## src/rtl/exec_sequencer_if.sv

```systemverilog
// exec_sequencer_if
// Issue bus between the instruction decoder and the execution sequencer.
// The decoder presents one decoded instruction with in_valid and the
// sequencer takes it in a cycle where in_ready is also high.
//   in_valid   decoder -> sequencer  instruction present
//   in_ready   sequencer -> decoder  sequencer can accept this cycle
//   ALUSelect  decoder -> sequencer  unit select (11 CORDIC, 10 FALU, 01 IALU, 00 none)
//   ALUOp      decoder -> sequencer  operation code
//   RWE        decoder -> sequencer  register write enable
//   load       decoder -> sequencer  load instruction
//   MWE        decoder -> sequencer  store instruction
//   rd         decoder -> sequencer  destination register
interface exec_sequencer_if #(
  parameter int ALUOP_WIDTH     = 5,
  parameter int ALUSELECT_WIDTH = 2,
  parameter int REG_ADDR_WIDTH  = 5
);
  logic                       in_valid;
  logic                       in_ready;
  logic [ALUSELECT_WIDTH-1:0] ALUSelect;
  logic [ALUOP_WIDTH-1:0]     ALUOp;
  logic                       RWE;
  logic                       load;
  logic                       MWE;
  logic [REG_ADDR_WIDTH-1:0]  rd;

  // Decoder side drives the instruction and watches in_ready
  modport master (
    output in_valid, ALUSelect, ALUOp, RWE, load, MWE, rd,
    input  in_ready
  );

  // Sequencer side consumes the instruction and drives in_ready
  modport slave (
    input  in_valid, ALUSelect, ALUOp, RWE, load, MWE, rd,
    output in_ready
  );
endinterface

```

## src/rtl/exec_sequencer.sv

```systemverilog
// exec_sequencer
// Issue/sequencing controller between the decoder and the execution units.
// Takes one decoded instruction at a time, dispatches it to IALU, FALU,
// CORDIC or LSU, stalls the decoder until the unit completes, then issues a
// one-cycle register-file writeback. A watchdog aborts multi-cycle
// operations that never report done.
// Ports:
//   clk, reset            clock, synchronous active-high reset
//   dec                   issue bus (slave side of exec_sequencer_if)
//   ialu_op               latched op for the single-cycle IALU
//   falu_start/falu_op    FALU start pulse and latched op
//   falu_done             FALU result valid
//   cordic_start          CORDIC start pulse
//   cordic_done           CORDIC result valid
//   mem_req/mem_we        LSU request pulse and write flag
//   mem_done              LSU access complete
//   wb_en/wb_addr/wb_src  register-file writeback strobe, address, source mux
//   busy                  an instruction is in flight
//   timeout_err           last operation was aborted by the watchdog
module exec_sequencer #(
  parameter int ALUOP_WIDTH     = 5,
  parameter int ALUSELECT_WIDTH = 2,
  parameter int REG_ADDR_WIDTH  = 5,
  parameter int TIMEOUT_CYCLES  = 64
) (
  input  logic                      clk,
  input  logic                      reset,
  exec_sequencer_if.slave           dec,
  output logic [ALUOP_WIDTH-1:0]    ialu_op,
  output logic                      falu_start,
  output logic [ALUOP_WIDTH-1:0]    falu_op,
  input  logic                      falu_done,
  output logic                      cordic_start,
  input  logic                      cordic_done,
  output logic                      mem_req,
  output logic                      mem_we,
  input  logic                      mem_done,
  output logic                      wb_en,
  output logic [REG_ADDR_WIDTH:0]   wb_addr,
  output logic [1:0]                wb_src,
  output logic                      busy,
  output logic                      timeout_err
);

  typedef enum logic [2:0] {
    IDLE,
    EXEC_I,
    WAIT_F,
    WAIT_C,
    WAIT_M,
    WB
  } state_t;

  // One spare bit so the terminal count always fits
  localparam int CNT_W = $clog2(TIMEOUT_CYCLES) + 1;
  localparam logic [CNT_W-1:0] CNT_LAST = CNT_W'(TIMEOUT_CYCLES - 1);

  localparam logic [1:0] SRC_IALU   = 2'b00;
  localparam logic [1:0] SRC_FALU   = 2'b01;
  localparam logic [1:0] SRC_CORDIC = 2'b10;
  localparam logic [1:0] SRC_LSU    = 2'b11;

  state_t                    state_q, state_d;
  logic [CNT_W-1:0]          cnt_q, cnt_d;
  logic [ALUOP_WIDTH-1:0]    op_q, op_d;
  logic                      rwe_q, rwe_d;
  logic                      store_q, store_d;
  logic                      falu_start_q, falu_start_d;
  logic                      cordic_start_q, cordic_start_d;
  logic                      mem_req_q, mem_req_d;
  logic                      mem_we_q, mem_we_d;
  logic                      wb_en_q, wb_en_d;
  logic [REG_ADDR_WIDTH:0]   wb_addr_q, wb_addr_d;
  logic [1:0]                wb_src_q, wb_src_d;
  logic                      timeout_err_q, timeout_err_d;
  logic                      own_done;

  // Next-state and next-output logic. Everything the later states need is
  // captured at accept time, so the WAIT/WB states only look at the done
  // input that belongs to the unit they are waiting on. A store never
  // writes back, and a done in the last allowed wait cycle beats the
  // watchdog because it is tested first.
  always_comb begin
    state_d        = state_q;
    cnt_d          = cnt_q;
    op_d           = op_q;
    rwe_d          = rwe_q;
    store_d        = store_q;
    falu_start_d   = 1'b0;
    cordic_start_d = 1'b0;
    mem_req_d      = 1'b0;
    mem_we_d       = mem_we_q;
    wb_addr_d      = wb_addr_q;
    wb_src_d       = wb_src_q;
    timeout_err_d  = timeout_err_q;
    own_done       = 1'b0;

    case (state_q)
      IDLE: begin
        if (dec.in_valid) begin
          op_d          = dec.ALUOp;
          rwe_d         = dec.RWE;
          store_d       = dec.MWE;
          mem_we_d      = dec.MWE;
          wb_addr_d     = {dec.ALUSelect[ALUSELECT_WIDTH-1], dec.rd};
          timeout_err_d = 1'b0;
          cnt_d         = '0;
          if (dec.MWE || dec.load) begin
            state_d   = WAIT_M;
            mem_req_d = 1'b1;
            wb_src_d  = SRC_LSU;
          end else if (dec.ALUSelect == 2'b10) begin
            state_d      = WAIT_F;
            falu_start_d = 1'b1;
            wb_src_d     = SRC_FALU;
          end else if (dec.ALUSelect == 2'b11) begin
            state_d        = WAIT_C;
            cordic_start_d = 1'b1;
            wb_src_d       = SRC_CORDIC;
          end else begin
            state_d  = EXEC_I;
            wb_src_d = SRC_IALU;
          end
        end
      end
      EXEC_I: begin
        state_d = rwe_q ? WB : IDLE;
      end
      WAIT_F, WAIT_C, WAIT_M: begin
        if (state_q == WAIT_F) begin
          own_done = falu_done;
        end else if (state_q == WAIT_C) begin
          own_done = cordic_done;
        end else begin
          own_done = mem_done;
        end
        if (own_done) begin
          state_d = (rwe_q && !store_q) ? WB : IDLE;
        end else if (cnt_q == CNT_LAST) begin
          state_d       = IDLE;
          timeout_err_d = 1'b1;
        end else begin
          cnt_d = cnt_q + CNT_W'(1);
        end
      end
      WB: begin
        state_d = IDLE;
      end
      default: begin
        state_d = IDLE;
      end
    endcase
  end

  // The writeback strobe is registered so it lines up with the WB state
  always_comb begin
    wb_en_d = (state_d == WB);
  end

  // State and output registers; reset abandons any in-flight operation
  // without a writeback and clears every registered output.
  always_ff @(posedge clk) begin
    if (reset) begin
      state_q        <= IDLE;
      cnt_q          <= '0;
      op_q           <= '0;
      rwe_q          <= 1'b0;
      store_q        <= 1'b0;
      falu_start_q   <= 1'b0;
      cordic_start_q <= 1'b0;
      mem_req_q      <= 1'b0;
      mem_we_q       <= 1'b0;
      wb_en_q        <= 1'b0;
      wb_addr_q      <= '0;
      wb_src_q       <= '0;
      timeout_err_q  <= 1'b0;
    end else begin
      state_q        <= state_d;
      cnt_q          <= cnt_d;
      op_q           <= op_d;
      rwe_q          <= rwe_d;
      store_q        <= store_d;
      falu_start_q   <= falu_start_d;
      cordic_start_q <= cordic_start_d;
      mem_req_q      <= mem_req_d;
      mem_we_q       <= mem_we_d;
      wb_en_q        <= wb_en_d;
      wb_addr_q      <= wb_addr_d;
      wb_src_q       <= wb_src_d;
      timeout_err_q  <= timeout_err_d;
    end
  end

  // in_ready drops during reset even though the state is already IDLE
  always_comb begin
    dec.in_ready = (state_q == IDLE) && !reset;
    busy         = (state_q != IDLE);
    ialu_op      = op_q;
    falu_op      = op_q;
    falu_start   = falu_start_q;
    cordic_start = cordic_start_q;
    mem_req      = mem_req_q;
    mem_we       = mem_we_q;
    wb_en        = wb_en_q;
    wb_addr      = wb_addr_q;
    wb_src       = wb_src_q;
    timeout_err  = timeout_err_q;
  end

endmodule

```

## src/flat_wrapper.sv

```systemverilog
// flat-port wrapper written by rule: the top's interface ports become plain ports
module exec_sequencer_flat 
#(
  parameter int ALUOP_WIDTH     = 5,
  parameter int ALUSELECT_WIDTH = 2,
  parameter int REG_ADDR_WIDTH  = 5,
  parameter int TIMEOUT_CYCLES  = 64
)
  (clk, reset, ialu_op, falu_start, falu_op, falu_done, cordic_start, cordic_done, mem_req, mem_we, mem_done, wb_en, wb_addr, wb_src, busy, timeout_err, dec_in_valid, dec_ALUSelect, dec_ALUOp, dec_RWE, dec_load, dec_MWE, dec_rd, dec_in_ready);
  exec_sequencer_if #(.ALUOP_WIDTH(ALUOP_WIDTH), .ALUSELECT_WIDTH(ALUSELECT_WIDTH), .REG_ADDR_WIDTH(REG_ADDR_WIDTH)) dec_i ();
  input  logic clk;
  input  logic reset;
  output logic [ALUOP_WIDTH-1:0] ialu_op;
  output logic falu_start;
  output logic [ALUOP_WIDTH-1:0] falu_op;
  input  logic falu_done;
  output logic cordic_start;
  input  logic cordic_done;
  output logic mem_req;
  output logic mem_we;
  input  logic mem_done;
  output logic wb_en;
  output logic [REG_ADDR_WIDTH:0] wb_addr;
  output logic [1:0] wb_src;
  output logic busy;
  output logic timeout_err;
  input wire logic [$bits(dec_i.in_valid)-1:0] dec_in_valid;
  input wire logic [$bits(dec_i.ALUSelect)-1:0] dec_ALUSelect;
  input wire logic [$bits(dec_i.ALUOp)-1:0] dec_ALUOp;
  input wire logic [$bits(dec_i.RWE)-1:0] dec_RWE;
  input wire logic [$bits(dec_i.load)-1:0] dec_load;
  input wire logic [$bits(dec_i.MWE)-1:0] dec_MWE;
  input wire logic [$bits(dec_i.rd)-1:0] dec_rd;
  output wire logic [$bits(dec_i.in_ready)-1:0] dec_in_ready;
  assign dec_i.in_valid = dec_in_valid;
  assign dec_i.ALUSelect = dec_ALUSelect;
  assign dec_i.ALUOp = dec_ALUOp;
  assign dec_i.RWE = dec_RWE;
  assign dec_i.load = dec_load;
  assign dec_i.MWE = dec_MWE;
  assign dec_i.rd = dec_rd;
  assign dec_in_ready = dec_i.in_ready;
  exec_sequencer #(.ALUOP_WIDTH(ALUOP_WIDTH), .ALUSELECT_WIDTH(ALUSELECT_WIDTH), .REG_ADDR_WIDTH(REG_ADDR_WIDTH), .TIMEOUT_CYCLES(TIMEOUT_CYCLES)) u_core (.clk(clk), .reset(reset), .dec(dec_i), .ialu_op(ialu_op), .falu_start(falu_start), .falu_op(falu_op), .falu_done(falu_done), .cordic_start(cordic_start), .cordic_done(cordic_done), .mem_req(mem_req), .mem_we(mem_we), .mem_done(mem_done), .wb_en(wb_en), .wb_addr(wb_addr), .wb_src(wb_src), .busy(busy), .timeout_err(timeout_err));
endmodule
```

## config.mk

```make
export PLATFORM = sky130hd
export DESIGN_NAME = exec_sequencer_flat
export DESIGN_NICKNAME = d
export VERILOG_FILES = /design/src/rtl/exec_sequencer_if.sv /design/src/rtl/exec_sequencer.sv /design/src/flat_wrapper.sv
export SDC_FILE = /design/constraint.sdc
export NUM_CORES = 1
export LEC_CHECK = 0
export ABC_CLOCK_PERIOD_IN_PS = 3100
export CORE_MARGIN = 10
export CORE_UTILIZATION = 35
export CTS_BUF_LIST = sky130_fd_sc_hd__clkbuf_8
export CTS_CLUSTER_SIZE = 20
export DETAILED_ROUTE_END_ITERATION = 7
export PLACE_DENSITY_LB_ADDON = 0.05
export SYNTH_ARGS = -nofsm -noshare
export SYNTH_HDL_FRONTEND = slang
export SYNTH_SLANG_ARGS = --single-unit
```

## constraint.sdc

```tcl
create_clock -name clk -period 3.1 [get_ports clk]
set_clock_uncertainty 0.15 [all_clocks]
set_input_delay 0.465 -clock clk [delete_from_list [all_inputs] [get_ports clk]]
set_output_delay 0.465 -clock clk [all_outputs]
set_load 0.02 [all_outputs]
```

==> flow_summary.toml <==
[grt]
grtUsageTotal_pct = 11.2
grt_overflow = 0
antenna_found_initial = 0
grt_max_degree = 27
grt_pass1_wl_um = 6510
first_global_vias = 1288

[critical_path]
crit_slowest_cell = "clkdlybuf4s50_1"
start_kind = "register"
worstPathCellList = "or3_1, nor2_1, clkdlybuf4s50_1"
critPathBufInv = 1
crit_type = "reg2out"
critical_path_arrival_ns = 1.84
worst_r2r_endpoint = "u_core.cnt_q[3]"
r2r-start = "u_core.state_q[1]"
crit_family = "buffers and inverters"
cp_data_required_time_ns = 2.48
ff2ff_path_depth = 4
worstSetupStartpoint = "u_core.state_q[1]"
cp-end-kind = "output port"
crit_end = "dec_in_ready"
reg2reg_slack_ns = 0.92
path_depth = 3
critPathMaxStageDelay_ns = 0.61
worstPathMaxFanout = 9

[cts]
cts.sinks = 30
cts_root_buffer = "clkbuf_8"
cts_setup_buffers = 0
cts_buffers = 5
cts_hold_buf = 0
cts_resized = 0
tritoncts = "built"
cts-htree-levels = 2
clock_latency_ns = 0.28
cts.path.max_buffers = 2
clkTransAtPathRegs_ns = 0.06

[floorplan]
die_area_mm2 = 0.00691
dieHeight_um = 83.1
rows = 22
core_area_mm2 = 0.00374
fp.dieW_um = 83.1
ioPinCount = 47
initial_core_util_pct = 37.3

[run_status]
status = "finished clean"

[logic_synthesis]
ys_types = 39
synth_edf_count = 0
synthesis.nets = 186
synth_ff_type = "dfxtp_1"
syn_inst = 164
yosys_warnings = 0
ys_seq_area_share_pct = 43.0
yosysTopAreaCell = "dfxtp_1"
ys_async_sr_fraction_pct = 0
yosys-top-cells-area = "dfxtp_1 (43%), nand2_1 (8.6%), a21oi_1 (6.8%)"
avgSynthCellArea_um2 = 8.51
yosysTopAreaCellShare_pct = 43.0
synth_area_mm2 = 0.00140
ys_ff_latch = 30

[layout]
diodes = 0
regArea_um2 = 601
fin_nets = 225
final_cell_mix = "clkdlybuf4s50_1 (46), nand2_1 (32), dfxtp_1 (30), a21oi_1 (19), nor2_1 (10)"
nFillCells = 376
syn_to_final_growth_pct = 38.7
design_area_mm2 = 0.00193
drive_gt1_share_pct = 8.33
multi_input_area_um2 = 688
final_common_cell = "clkdlybuf4s50_1"

[hold_path]
hp-class = "reg2reg"
hp-start = "u_core.wb_addr[0]"

[timing]
fin_crit_sh_pct = 79.1
fin_setup_tns_ns = 0
max_slew_margin_pct = 52.2
setup_viol = 0
final_hold_viol_count = 0
slew_viol_final = 0
worst_pin_slew_ns = 0.715
rsz0062_at_grt = "no"
fmax_ghz = 0.408
period_minus_slack_ns = 2.45

[detailed_routing]
vias = 1290
wl_per_cell_um = 15.0
routed.top_layer = "met4"
postRouteAntennaNets = 0
dr.first_iter.drc_count = 61
drt-met1-wl_um = 1650
met2_length_um = 1850
firstDrtPassIters = 4
vias_per_cell = 5.12
wl_um = 3780
drc = 0
routed-wl-met3_um = 253

[placed_design]
portBuffers = 46
gp_congestion = 0.813
dpl-instance-area_mm2 = 0.00184
hpwlAfterDp_um = 2920

[power_and_ir_drop]
peakVddDrop_mv = 0.263
power.leakage_nw = 0.696
powerDensity_mw_per_mm2 = 477

[run]
maxCapViolCount = 0
[sequential cells by signal (all words and copies together) (netlist names)]
| signal | count |
|---|---|
| u_core.cnt_q | 7 |
| u_core.cordic_start | 1 |
| u_core.falu_op | 5 |
| u_core.falu_start | 1 |
| u_core.mem_req | 1 |
| u_core.rwe_q | 1 |
| u_core.state_q | 3 |
| u_core.store_q | 1 |
| u_core.timeout_err | 1 |
| u_core.wb_addr | 6 |
| u_core.wb_en | 1 |
| u_core.wb_src | 2 |
[synth_stat cells (2+ instances only)]
master / n
nand2_1: 32
dfxtp_1: 30
a21oi_1: 19
nor2_1: 10
nand3_1: 9
buf_4: 7
clkbuf_1: 6
buf_2: 4
nor3_1: 4
a21o_1: 3
inv_1: 3
o21ai_0: 3
a21boi_1: 2
a41oi_1: 2
mux2i_1: 2
nor4b_4: 2
o31ai_1: 2
or3_1: 2
or4_1: 2
[final cells by class]
type / count / share of cell area (%)
Multi-Input combinational cell: 114 / 35.6
Sequential cell: 30 / 31.0
Tap cell: 48 / 3.10
Inverter: 3 / 0.582
Clock buffer: 6 / 4.27
Clock inverter: 2 / 0.453
Timing Repair Buffer: 49 / 25.0
[per-layer routing]
metal  GRT usage [%]  up-vias
li1                -      656
met1            13.7      597
met2            17.0       35
met3            4.39        2
met4            4.31        0
met5               0        -
[how the worst min path moves through the flow]
stage / slack (ns) / endpoint / depth (start not counted)
2_1_floorplan: 0.30 / u_core.cnt_q[4] / 2
4_1_cts: 0.31 / u_core.wb_addr[0] / 2
3_3_place_gp: 0.29 / u_core.wb_addr[0] / 2
5_1_grt: 0.33 / u_core.wb_addr[0] / 2
6_report: 0.31 / u_core.wb_addr[0] / 2
3_5_place_dp: 0.30 / u_core.wb_addr[0] / 2
[stage by stage]
step	util, %	hold WS [ns]	power [mW]	cells	setup WS [ns]
CTS	51.7	0.305	0.937	252	0.632
floorplan	-	0.301	0.530	164	1.24
finish	51.7	0.305	0.924	252	0.648
detailed placement	49.2	0.296	0.616	244	0.579
global placement	49.2	0.293	0.613	244	0.673
global route	51.7	0.328	0.970	252	0.559
[where the power goes]
part / internal (mW) / total, mW / switching, mW
clock: 0.175 / 0.319 / 0.143
combinational: 0.0896 / 0.185 / 0.0950
sequential: 0.404 / 0.420 / 0.0161
[worst min-delay path, delay by kind of cell (launching register included)]
kind | cells | cell delay (ns)
flops | 1 | 0.31
simple gates | 1 | 0.05
compound gates | 1 | 0.05
[logic make-up (layout without fill, tap and decap cells)]
group                    after synthesis  count (layout)  share of synthesized area [%]
buffers and inverters                 20              60                           7.62
AND/OR/NAND/NOR                       70              70                           26.6
AO/OA/AOI/OAI                         41              41                           20.4
flip-flops                            30              30                           43.0
adder cells (fa/ha/maj)                1               1                          0.897
multiplexers                           2               2                           1.44
No activity file was read; power rests on OpenSTA's default activity.
